`config.mk`:
```
export PLATFORM = sky130hd
export DESIGN_NAME = mem_stage_unit
export DESIGN_NICKNAME = d
export VERILOG_FILES = /design/src/rtl/mem_stage_pkg.sv /design/src/rtl/memstage_req_fsm.sv /design/src/rtl/mem_stage_unit.sv
export SDC_FILE = /design/constraint.sdc
export NUM_CORES = 1
export LEC_CHECK = 0
export ABC_AREA = 1
export CAP_MARGIN = 20
export CORE_ASPECT_RATIO = 1.75
export CORE_MARGIN = 4
export CORE_UTILIZATION = 45
export DETAILED_ROUTE_END_ITERATION = 7
export HOLD_SLACK_MARGIN = 0.03
export PLACE_DENSITY = 0.92
export SYNTH_ARGS = -nofsm -noshare
export SYNTH_HDL_FRONTEND = slang
export SYNTH_HIERARCHICAL = 1
export SYNTH_SLANG_ARGS = --single-unit
```
`constraint.sdc`:
```
create_clock -name Clk -period 3.6 [get_ports Clk]
set_input_delay 0.54 -clock Clk [delete_from_list [all_inputs] [get_ports Clk]]
set_output_delay 0.54 -clock Clk [all_outputs]
set_load 0.05 [all_outputs]
```
`src/rtl/mem_stage_pkg.sv`:
```
// rtl/mem_stage_pkg.sv - shared constants for the MIPS memory stage
// State encodings, control-bundle bit positions and default sizes.
package mem_stage_pkg;

  localparam logic [0:0] ST_IDLE = 1'b0;
  localparam logic [0:0] ST_BUSY = 1'b1;

  localparam int CTRL_WB_REGWRITE = 1;
  localparam int CTRL_WB_MEMTOREG = 0;

  localparam int CTRL_MEM_BRANCH = 2;
  localparam int CTRL_MEM_WRITE  = 1;
  localparam int CTRL_MEM_READ   = 0;

  localparam int WREG_W = 5;

  localparam int TIMEOUT_CYC_DEFAULT = 64;

endpackage

```
`src/rtl/memstage_req_fsm.sv`:
```
// rtl/memstage_req_fsm.sv - data-memory request FSM with held request registers
// Optional abort timer enabled by MEMSTAGE_TIMEOUT_EN.
module memstage_req_fsm
  import mem_stage_pkg::*;
#(
  parameter int DATA_W = 32
`ifdef MEMSTAGE_TIMEOUT_EN
  , parameter int TIMEOUT_CYC = TIMEOUT_CYC_DEFAULT
`endif
) (
  input  logic              clk_i,
  input  logic              rst_i,
  input  logic              start_i,
  input  logic              we_i,
  input  logic [DATA_W-1:0] addr_i,
  input  logic [DATA_W-1:0] wdata_i,
  input  logic [1:0]        ctrl_wb_i,
  input  logic [WREG_W-1:0] wreg_i,
  input  logic              mem_ack_i,
  output logic              busy_o,
  output logic              done_o,
`ifdef MEMSTAGE_TIMEOUT_EN
  output logic              timeout_o,
`endif
  output logic              mem_we_o,
  output logic [DATA_W-1:0] mem_addr_o,
  output logic [DATA_W-1:0] mem_wdata_o,
  output logic [1:0]        ctrl_wb_o,
  output logic [WREG_W-1:0] wreg_o
);

  logic [0:0]        state_q, state_d;
  logic              we_q;
  logic [DATA_W-1:0] addr_q, wdata_q;
  logic [1:0]        ctrl_wb_q;
  logic [WREG_W-1:0] wreg_q;
  logic              abort;

  assign busy_o = (state_q == ST_BUSY);
  assign done_o = busy_o & mem_ack_i;

`ifdef MEMSTAGE_TIMEOUT_EN
  localparam int CNT_W = $clog2(TIMEOUT_CYC + 1);
  logic [CNT_W-1:0] cnt_q, cnt_d;

  // An ack in the final cycle takes precedence over the abort.
  assign timeout_o = busy_o & ~mem_ack_i & (cnt_q == CNT_W'(TIMEOUT_CYC - 1));
  assign abort     = timeout_o;

  always_comb begin
    cnt_d = '0;
    if (busy_o) cnt_d = cnt_q + CNT_W'(1);
  end

  always_ff @(posedge clk_i) begin
    if (rst_i) cnt_q <= '0;
    else       cnt_q <= cnt_d;
  end
`else
  assign abort = 1'b0;
`endif

  always_comb begin
    state_d = state_q;
    case (state_q)
      ST_IDLE: if (start_i) state_d = ST_BUSY;
      ST_BUSY: if (mem_ack_i || abort) state_d = ST_IDLE;
      default: state_d = ST_IDLE;
    endcase
  end

  always_ff @(posedge clk_i) begin
    if (rst_i) begin
      state_q   <= ST_IDLE;
      we_q      <= 1'b0;
      addr_q    <= '0;
      wdata_q   <= '0;
      ctrl_wb_q <= '0;
      wreg_q    <= '0;
    end else begin
      state_q <= state_d;
      if (start_i && !busy_o) begin
        we_q      <= we_i;
        addr_q    <= addr_i;
        wdata_q   <= wdata_i;
        ctrl_wb_q <= ctrl_wb_i;
        wreg_q    <= wreg_i;
      end
    end
  end

  assign mem_we_o    = we_q;
  assign mem_addr_o  = addr_q;
  assign mem_wdata_o = wdata_q;
  assign ctrl_wb_o   = ctrl_wb_q;
  assign wreg_o      = wreg_q;

endmodule

```
`src/rtl/mem_stage_unit.sv`:
```
// rtl/mem_stage_unit.sv - MIPS memory stage: branch resolve, load/store, MEM/WB register
// Define MEMSTAGE_TIMEOUT_EN to add the transfer-abort timer and Mem_Err_Out.
module mem_stage_unit
  import mem_stage_pkg::*;
#(
  parameter int DATA_W = 32
`ifdef MEMSTAGE_TIMEOUT_EN
  , parameter int TIMEOUT_CYC = TIMEOUT_CYC_DEFAULT
`endif
) (
  input  logic              Clk,
  input  logic              Rst,
  input  logic              Valid_In,
  input  logic [1:0]        Ctrl_WBIn,
  input  logic [2:0]        Ctrl_MemIn,
  input  logic [DATA_W-1:0] Adder_ResultIn,
  input  logic [DATA_W-1:0] ALU_ResultIn,
  input  logic              ALU_ZeroIn,
  input  logic [DATA_W-1:0] Register2_ReadIn,
  input  logic [WREG_W-1:0] WriteReg_In,
  output logic              Stall_Out,
  output logic              PCSrc_Out,
  output logic [DATA_W-1:0] BranchTarget_Out,
  output logic              Mem_Req,
  output logic              Mem_We,
  output logic [DATA_W-1:0] Mem_Addr,
  output logic [DATA_W-1:0] Mem_WData,
  input  logic              Mem_Ack,
  input  logic [DATA_W-1:0] Mem_RData,
`ifdef MEMSTAGE_TIMEOUT_EN
  output logic              Mem_Err_Out,
`endif
  output logic              Valid_Out,
  output logic [1:0]        Ctrl_WBOut,
  output logic [DATA_W-1:0] ReadData_Out,
  output logic [DATA_W-1:0] ALU_ResultOut,
  output logic [WREG_W-1:0] WriteReg_Out
);

  logic              busy, done, accept, is_mem, illegal, timeout;
  logic [1:0]        cap_wb, fsm_wb;
  logic [WREG_W-1:0] fsm_wreg;

  logic              valid_q;
  logic [1:0]        ctrl_wb_q;
  logic [DATA_W-1:0] rdata_q, alu_q;
  logic [WREG_W-1:0] wreg_q;

  assign accept  = Valid_In & ~busy;
  assign is_mem  = Ctrl_MemIn[CTRL_MEM_READ] | Ctrl_MemIn[CTRL_MEM_WRITE];
  assign illegal = Ctrl_MemIn[CTRL_MEM_READ] & Ctrl_MemIn[CTRL_MEM_WRITE];
  // Read+write runs as a store and must not write back a register.
  assign cap_wb  = {Ctrl_WBIn[CTRL_WB_REGWRITE] & ~illegal, Ctrl_WBIn[CTRL_WB_MEMTOREG]};

  assign Stall_Out        = busy;
  assign Mem_Req          = busy;
  assign PCSrc_Out        = Valid_In & Ctrl_MemIn[CTRL_MEM_BRANCH] & ALU_ZeroIn & ~busy;
  assign BranchTarget_Out = Adder_ResultIn;

  memstage_req_fsm #(
    .DATA_W(DATA_W)
`ifdef MEMSTAGE_TIMEOUT_EN
    , .TIMEOUT_CYC(TIMEOUT_CYC)
`endif
  ) u_req_fsm (
    .clk_i      (Clk),
    .rst_i      (Rst),
    .start_i    (accept & is_mem),
    .we_i       (Ctrl_MemIn[CTRL_MEM_WRITE]),
    .addr_i     (ALU_ResultIn),
    .wdata_i    (Register2_ReadIn),
    .ctrl_wb_i  (cap_wb),
    .wreg_i     (WriteReg_In),
    .mem_ack_i  (Mem_Ack),
    .busy_o     (busy),
    .done_o     (done),
`ifdef MEMSTAGE_TIMEOUT_EN
    .timeout_o  (timeout),
`endif
    .mem_we_o   (Mem_We),
    .mem_addr_o (Mem_Addr),
    .mem_wdata_o(Mem_WData),
    .ctrl_wb_o  (fsm_wb),
    .wreg_o     (fsm_wreg)
  );

`ifndef MEMSTAGE_TIMEOUT_EN
  assign timeout = 1'b0;
`else
  logic err_q;
  always_ff @(posedge Clk) begin
    if (Rst) err_q <= 1'b0;
    else     err_q <= timeout;
  end
  assign Mem_Err_Out = err_q;
`endif

  always_ff @(posedge Clk) begin
    if (Rst) begin
      valid_q   <= 1'b0;
      ctrl_wb_q <= '0;
      rdata_q   <= '0;
      alu_q     <= '0;
      wreg_q    <= '0;
    end else begin
      valid_q <= (accept & ~is_mem) | done | timeout;
      if (accept && !is_mem) begin
        ctrl_wb_q <= Ctrl_WBIn;
        rdata_q   <= '0;
        alu_q     <= ALU_ResultIn;
        wreg_q    <= WriteReg_In;
      end else if (done || timeout) begin
        ctrl_wb_q <= timeout ? {1'b0, fsm_wb[CTRL_WB_MEMTOREG]} : fsm_wb;
        rdata_q   <= (timeout || Mem_We) ? '0 : Mem_RData;
        alu_q     <= Mem_Addr;
        wreg_q    <= fsm_wreg;
      end
    end
  end

  assign Valid_Out     = valid_q;
  assign Ctrl_WBOut    = ctrl_wb_q;
  assign ReadData_Out  = rdata_q;
  assign ALU_ResultOut = alu_q;
  assign WriteReg_Out  = wreg_q;

endmodule

```
Word level (Yosys, flattened, before mapping)
Cells that the tools add are included.

Mux-type cells: 10. Bitwise logic cells: 14. Reductions and logical operators: 6.

Operators by type and width (count): $mux W32 (3); $mux W5 (2); $and A1 B1 Y1 (9); $mux W2 (2); $not A1 Y1 (3); $logic_and A1 B1 Y1 (2); $logic_not A1 Y1 (2); $mux W1 (2); $or A1 B1 Y1 (2); $pmux W1 S2 (1); $reduce_bool A2 Y1 (1); $reduce_or A2 Y1 (1).

Register bits after elaboration: 145. Output and inout bits: 172. Word-level logic and storage cells: 41.

Logic depth before layout (Yosys ltp)
Gate-level depths: netlist (run 1).

Word-level depth: 5. Depth in mapped cells: 10. Depth with buffers taken out: 8.

By module
The synthesis (run 1) kept the hierarchy.

Modules (own cells, without submodules): mem_stage_unit (instances 1, cells an instance 530, area each 3565.9 µm²); memstage_req_fsm (instances 1, cells an instance 470, area each 3209.3 µm²).

Least setup slack after synthesis (run 1)
Ideal clock, no wire load.

Path type: reg2out. Start point: reg u_req_fsm.state_q, in the netlist u_req_fsm/busy_o. End point: out PCSrc_Out. Arrival: 1704 ps. Required time: 3060 ps. Path slack: 1356 ps. Stages on the path, launching flop included: 5. Path through: dfxtp_1 nor2_2 buf_2 inv_1 nor2_1.

Word-level cells in the longest chain between the ends: 2.

Ends and longest elaborated chain: from (decl) (line memstage_req_fsm.sv:32) `logic [0:0] state_q, state_d;`; from (signal assigned) (line memstage_req_fsm.sv:81) `state_q <= state_d;`; $not A1 Y1; $and A1 B1 Y1 (line mem_stage_unit.sv:57) `assign PCSrc_Out = Valid_In & Ctrl_MemIn[CTRL_MEM_BRANCH] & ALU_ZeroIn & ~busy;`; to (decl) (line mem_stage_unit.sv:22) `output logic PCSrc_Out,`.

Every way passes these cells.

Final worst setup path (run 1)
Start point: in Valid_In. End point: out PCSrc_Out.

Word-level cells in the longest chain between the ends: 3.

Ends and longest elaborated chain: from (decl) (line mem_stage_unit.sv:13) `input logic Valid_In,`; $and A1 B1 Y1 (3 in series) (line mem_stage_unit.sv:57).

Every way passes these cells.

==> impl_metrics.csv, run 1 <==
group,metric,value,unit
run_status,status,"complete, no violations",
sta,timing.fmax,371,MHz
die,fp.dieArea,17200,um2
detailed_routing,wl_per_cell,15.8,um
worst_setup_path,worst_setup_path_start_kind,"input pin",
sta,slew_violations,0,
placement,gp_congestion,0.833,
final_layout,final_core_util,0.644,
global_route,first_global_vias,6847,
detailed_routing,drcViolationCount,0,
sta,finalSetupViolations,0,
min_path,hp-class,"reg -> reg",
final_layout,seqCellArea,2900,um2
worst_setup_path,crit_buf_inv,4,
worst_setup_path,worstPathCellList,"clkdlybuf4s50_1 > inv_1 > nor2_4 > inv_1 > nor2_1 > clkdlybuf4s50_1",
detailed_routing,routed_via_density,5.06,
clock_network,htree_levels,4,
clock_network,post_cts.repair.setup_buffers,0,
clock_network,ctsRootBufferMaster,"clkbuf_16",
placement,dp_slack,0.901,ns
die,num_io_pins,315,
worst_setup_path,worstSetupPathType,"in -> out",
pwr,power_density,511,nW/um2
worst_setup_path,required,3.06,ns
die,start_util,0.457,
synth,yosys_warnings,6,
clock_network,clk_path_buf_depth,2,
die,fp.dieH,170,um
worst_setup_path,cp_slowest_cell,"clkdlybuf4s50_1",
synth,ys_ff_latch,145,
detailed_routing,first_pass_iters,5,
sta,finalCriticalPeriod,2.70,ns
sta,relSlewSlack,0.308,
global_route,antenna_found_initial,0,
sta,rsz0062_at_grt,"no",
synth,syn_inst,1000,
detailed_routing,detail_route.iter0.violations,327,
final_layout,final_cell_area,9560,um2
final_layout,finalNetCount,1324,
sta,finalHoldViolations,0,
clock_network,cts_hold_buf,0,
final_layout,drive_gt1_frac,0.0478,
placement,placedInstanceArea,8930,um2
clock_network,cts_tree,"yes",
global_route,met2_usage,0.451,
sta,final.setup_skew,0.00885,ns
placement,hpwl,14700,um
die,core_area,14800,um2
clock_network,cts_made_buffers,17,
pwr,ir_drop,0.255,mV
sta,worst_pin_slew,1.04,ns
placement,numPortBuffers,250,
synth,ys_seq_area_frac,0.428,
detailed_routing,postRouteAntennaNets,0,
sta,setup_tns,0,ns
final_layout,multiInputGateArea,2720,um2
synth,synth_area,6780,um2
clock_network,path_clk_slew,0.06,ns
synth,syn_nets,1143,
worst_setup_path,crit_family,"buffers and inverters",
global_route,grt_usage,0.246,
synth,synth.avg_cell_area,6.78,um2
global_route,grt_pass1_wl,33100,um
final_layout,fill_cells,1239,
sta,fin_ws,0.902,ns
die,rows,59,
worst_setup_path,crit_arrival,2.16,ns
global_route,grt.busiest_layer,"met2",
final_layout,area_growth_syn_to_layout,41.1,%
global_route,grt_max_degree,73,
worst_setup_path,cp_slowest_stage_delay,0.81,ns
clock_network,postCtsResizedCells,0,
detailed_routing,wl,21700,um
die,dieWidth,101,um
worst_setup_path,end_kind,"output pin",
worst_setup_path,worst-path-max-fanout,3,
clock_network,clock_sinks,145,
global_route,grt.overflow.total,0,
sta,fin_crit_sh,0.749,
global_route,grt.met1_usage,0.233,
final_layout,n_antenna_cell,0,
pwr,report.power.total,0.00489,W
job,maxCapViolations,0,
worst_setup_path,r2r_slack,1.55,ns
synth,synth_cell_types,16,
pwr,p_leak,4.22,nW
detailed_routing,vias,6960,
global_route,use_met3,0.0628,
clock_network,clock_latency,0.41,ns
-- power by group --
group          leakage (nW)  switching (W)  internal [W]
Clock                 0.300       0.000701       0.00118
Sequential             1.19      0.0000740       0.00172
Combinational          2.74       0.000784      0.000423
Total                  4.22        0.00156       0.00333
-- cell families after synthesis --
logic type / count (synthesis) / share of synthesized area
flip-flops: 145 / 0.428
AO/OA/AOI/OAI: 74 / 0.0547
buffers and inverters: 224 / 0.172
AND/OR/NAND/NOR: 557 / 0.344
-- state kept, by name, indices dropped and copies added (netlist names) --
| name | flops |
|---|---|
| ALU_ResultOut | 32 |
| Ctrl_WBOut | 2 |
| ReadData_Out | 32 |
| Valid_Out | 1 |
| WriteReg_Out | 5 |
| u_req_fsm/busy_o | 1 |
| u_req_fsm/ctrl_wb_o | 2 |
| u_req_fsm/mem_addr_o | 32 |
| u_req_fsm/mem_wdata_o | 32 |
| u_req_fsm/mem_we_o | 1 |
| u_req_fsm/wreg_o | 5 |
-- worst reg2reg max path, stage by stage, from the launching register on --
cell and delay (ns):
dfxtp_1 0.42, nand2_1 0.12, inv_2 0.05, inv_2 0.45, buf_4 0.55, nand3_1 0.19
a21oi_1 0.19
-- cell usage after synthesis (all sizes together) --
library cell,n,area (um2)
nor2,150,576
clkbuf,22,153
o21ai,1,5.00
a21oi,73,365
nand3,182,911
inv,120,450
dfxtp,145,2900
nand2,225,847
buf,82,566
-- layer usage --
| metal | wire, um | up-vias | share of wire |
|---|---|---|---|
| li1 | - | 3417 | - |
| met1 | 7280 | 3161 | 0.34 |
| met2 | 11500 | 294 | 0.53 |
| met3 | 1680 | 88 | 0.077 |
| met4 | 1210 | 0 | 0.056 |
| met5 | 0 | - | 0 |
-- path summary, 6_finish.rpt --
| kind | from | end | cells past startpoint |
|---|---|---|---|
| setup / recovery | Valid_In | PCSrc_Out | 6 |
| hold / removal | ReadData_Out[29]$_SDFFE_PP0P_ | ReadData_Out[29]$_SDFFE_PP0P_ | 2 |
| setup reg to reg | u_req_fsm/busy_o$_SDFF_PP0_ | ALU_ResultOut[18]$_SDFFE_PP0P_ | 6 |
| hold reg to reg | ReadData_Out[29]$_SDFFE_PP0P_ | ReadData_Out[29]$_SDFFE_PP0P_ | 2 |
-- layout by cell type (no fill, tap or decap), drive strengths merged --
cell type and instances:
a21oi 73, nor2 150, dfxtp 145, nand2 225, nand3 182, buf 17
clkdlybuf4s50 249, inv 123, clkbuf 19, bufinv 4, clkinvlp 2, o21ai 1
clkinv 3
-- area by class of cell --
cell class | instances | share of cell area
clock buffers | 19 | 0.0463
repair buffers | 266 | 0.275
multi-input cells | 631 | 0.285
flip-flops and latches | 145 | 0.304
inverters | 120 | 0.0471
well taps | 183 | 0.0240
clock inverters | 12 | 0.0189
-- metrics by stage --
stage / hold WS, ns / cells
finish: 0.461 / 1376
global route: 0.486 / 1376
CTS: 0.462 / 1376
detailed placement: 0.453 / 1345
global placement: 0.447 / 1345
floorplan: 0.455 / 1000
Power figures use the tool's default switching activity.
==> inputs of run 2 (changes only) <==
Settings changed: CORE_UTILIZATION 45 to 42, PLACE_DENSITY 0.92 to 0.87.
Clock period 3.6 ns to 2.6 ns, I/O delays scaled along.
==> impl_metrics.csv, run 2 (synthesis gave the netlist of run 1 again) <==
group,metric,value,unit
final_layout,multiInputGateArea,2720,um2
global_route,grt_pass1_wl,34400,um
global_route,grt_usage,0.235,
clock_network,clock_latency,0.41,ns
worst_setup_path,worst_setup_path_start_kind,"register",
placement,gp_congestion,0.838,
clock_network,postCtsResizedCells,0,
final_layout,area_growth_syn_to_layout,43.0,%
detailed_routing,vias,6957,
worst_setup_path,end_kind,"output pin",
final_layout,finalNetCount,1330,
pwr,power_density,713,nW/um2
global_route,grt_max_degree,74,
die,rows,61,
placement,numPortBuffers,250,
detailed_routing,highest_layer,"met4",
detailed_routing,wl_met1,7630,um
detailed_routing,detail_route.iter0.violations,352,
sta,rsz0062_at_grt,"no",
clock_network,clk_path_buf_depth,2,
sta,relSlewSlack,0.500,
worst_setup_path,cp_slowest_stage_delay,0.89,ns
clock_network,path_clk_slew,0.06,ns
final_layout,final_cell_mix,"248 x clkdlybuf4s50_1, 224 x nand2_1, 182 x nand3_1",
worst_setup_path,worst-path-max-fanout,7,
worst_setup_path,required,2.21,ns
detailed_routing,drcViolationCount,0,
detailed_routing,wl,22200,um
clock_network,post_cts.repair.setup_buffers,0,
die,fp.dieArea,18300,um2
clock_network,cts_hold_buf,0,
sta,finalSetupViolations,0,
min_path,hp-class,"in -> reg",
clock_network,clock_sinks,145,
worst_setup_path,crit_arrival,1.89,ns
detailed_routing,wl_per_cell,16.0,um
detailed_routing,postRouteAntennaNets,0,
final_layout,fill_cells,1398,
placement,hpwl,16100,um
sta,finalHoldViolations,0,
clock_network,htree_levels,4,
die,start_util,0.427,
sta,worst_pin_slew,0.749,ns
detailed_routing,routed-wl-met2,11800,um
sta,setup_tns,0,ns
sta,final.setup_skew,0.0131,ns
sta,fin_crit_sh,0.877,
worst_setup_path,crit_buf_inv,1,
detailed_routing,first_pass_iters,5,
final_layout,seqCellArea,2900,um2
worst_setup_path,cp_slowest_cell,"clkdlybuf4s50_1",
final_layout,drive_gt1_frac,0.0542,
pwr,report.power.total,0.00691,W
pwr,ir_drop,0.409,mV
die,dieWidth,104,um
die,num_io_pins,315,
pwr,p_leak,4.29,nW
final_layout,layout_commonest_cell,"clkdlybuf4s50_1",
die,fp.dieH,176,um
global_route,antenna_found_initial,2,
worst_setup_path,worstSetupPathType,"reg -> out",
job,maxCapViolations,0,
sta,timing.fmax,439,MHz
global_route,first_global_vias,6707,
worst_setup_path,crit_family,"buffers and inverters",
final_layout,final_core_util,0.610,
detailed_routing,routed_via_density,5.01,
die,core_area,15900,um2
sta,finalCriticalPeriod,2.28,ns
global_route,grt.overflow.total,0,
clock_network,ctsRootBufferMaster,"clkbuf_16",
sta,slew_violations,0,
run_status,status,"complete, no violations",
detailed_routing,wl_met3,1370,um
worst_setup_path,worstPathCellList,"clkdlybuf4s50_1",
clock_network,cts_made_buffers,17,
clock_network,cts_tree,"yes",
## run 2: worst paths after layout
kind	from	end	slack [ns]	cells past startpoint
max	u_req_fsm/busy_o$_SDFF_PP0_	Stall_Out	0.32	1
min	Rst	ALU_ResultOut[9]$_SDFFE_PP0P_	0.35	2
max reg2reg	u_req_fsm/busy_o$_SDFF_PP0_	ReadData_Out[3]$_SDFFE_PP0P_	0.85	5
min reg2reg	ReadData_Out[2]$_SDFFE_PP0P_	ReadData_Out[2]$_SDFFE_PP0P_	0.46	2
## run 2: worst register-to-register path: stages, from the launching register on
cell	delay, ns
dfxtp_1	0.59
nand2_1	0.12
inv_2	0.09
buf_4	0.42
nand3_1	0.25
a21oi_1	0.22
## run 2: area by class of cell
cell class,instances,area share
Tap cell,189,0.0244
Clock inverter,14,0.0235
Inverter,120,0.0465
Clock buffer,17,0.0439
Multi-Input combinational cell,631,0.281
Sequential cell,145,0.300
Timing Repair Buffer,272,0.281
Antenna cell,2,0.000516
## run 2: metrics by stage
step	hold slack [ns]	instances	setup slack, ns	instance area [um2]
after floorplan	0.455	1000	0.506	6780
after global placement	0.447	1357	0.604	9030
after detailed placement	0.451	1357	0.522	9030
after CTS	0.340	1388	0.292	9690
after global routing	0.342	1390	0.229	9690
final	0.349	1390	0.320	9690
## run 2: layer usage
layer  track usage  up-vias
met5             0        -
met4         0.160        0
met3        0.0633       89
met2         0.439      287
met1         0.221     3144
li1              -     3437
## run 2: report_power, final
part | leakage [nW] | internal [W] | switching, W
Sequential | 1.19 | 0.00239 | 0.000104
Combinational | 2.78 | 0.000603 | 0.00109
Clock | 0.314 | 0.00172 | 0.00101
Total | 4.29 | 0.00471 | 0.00220
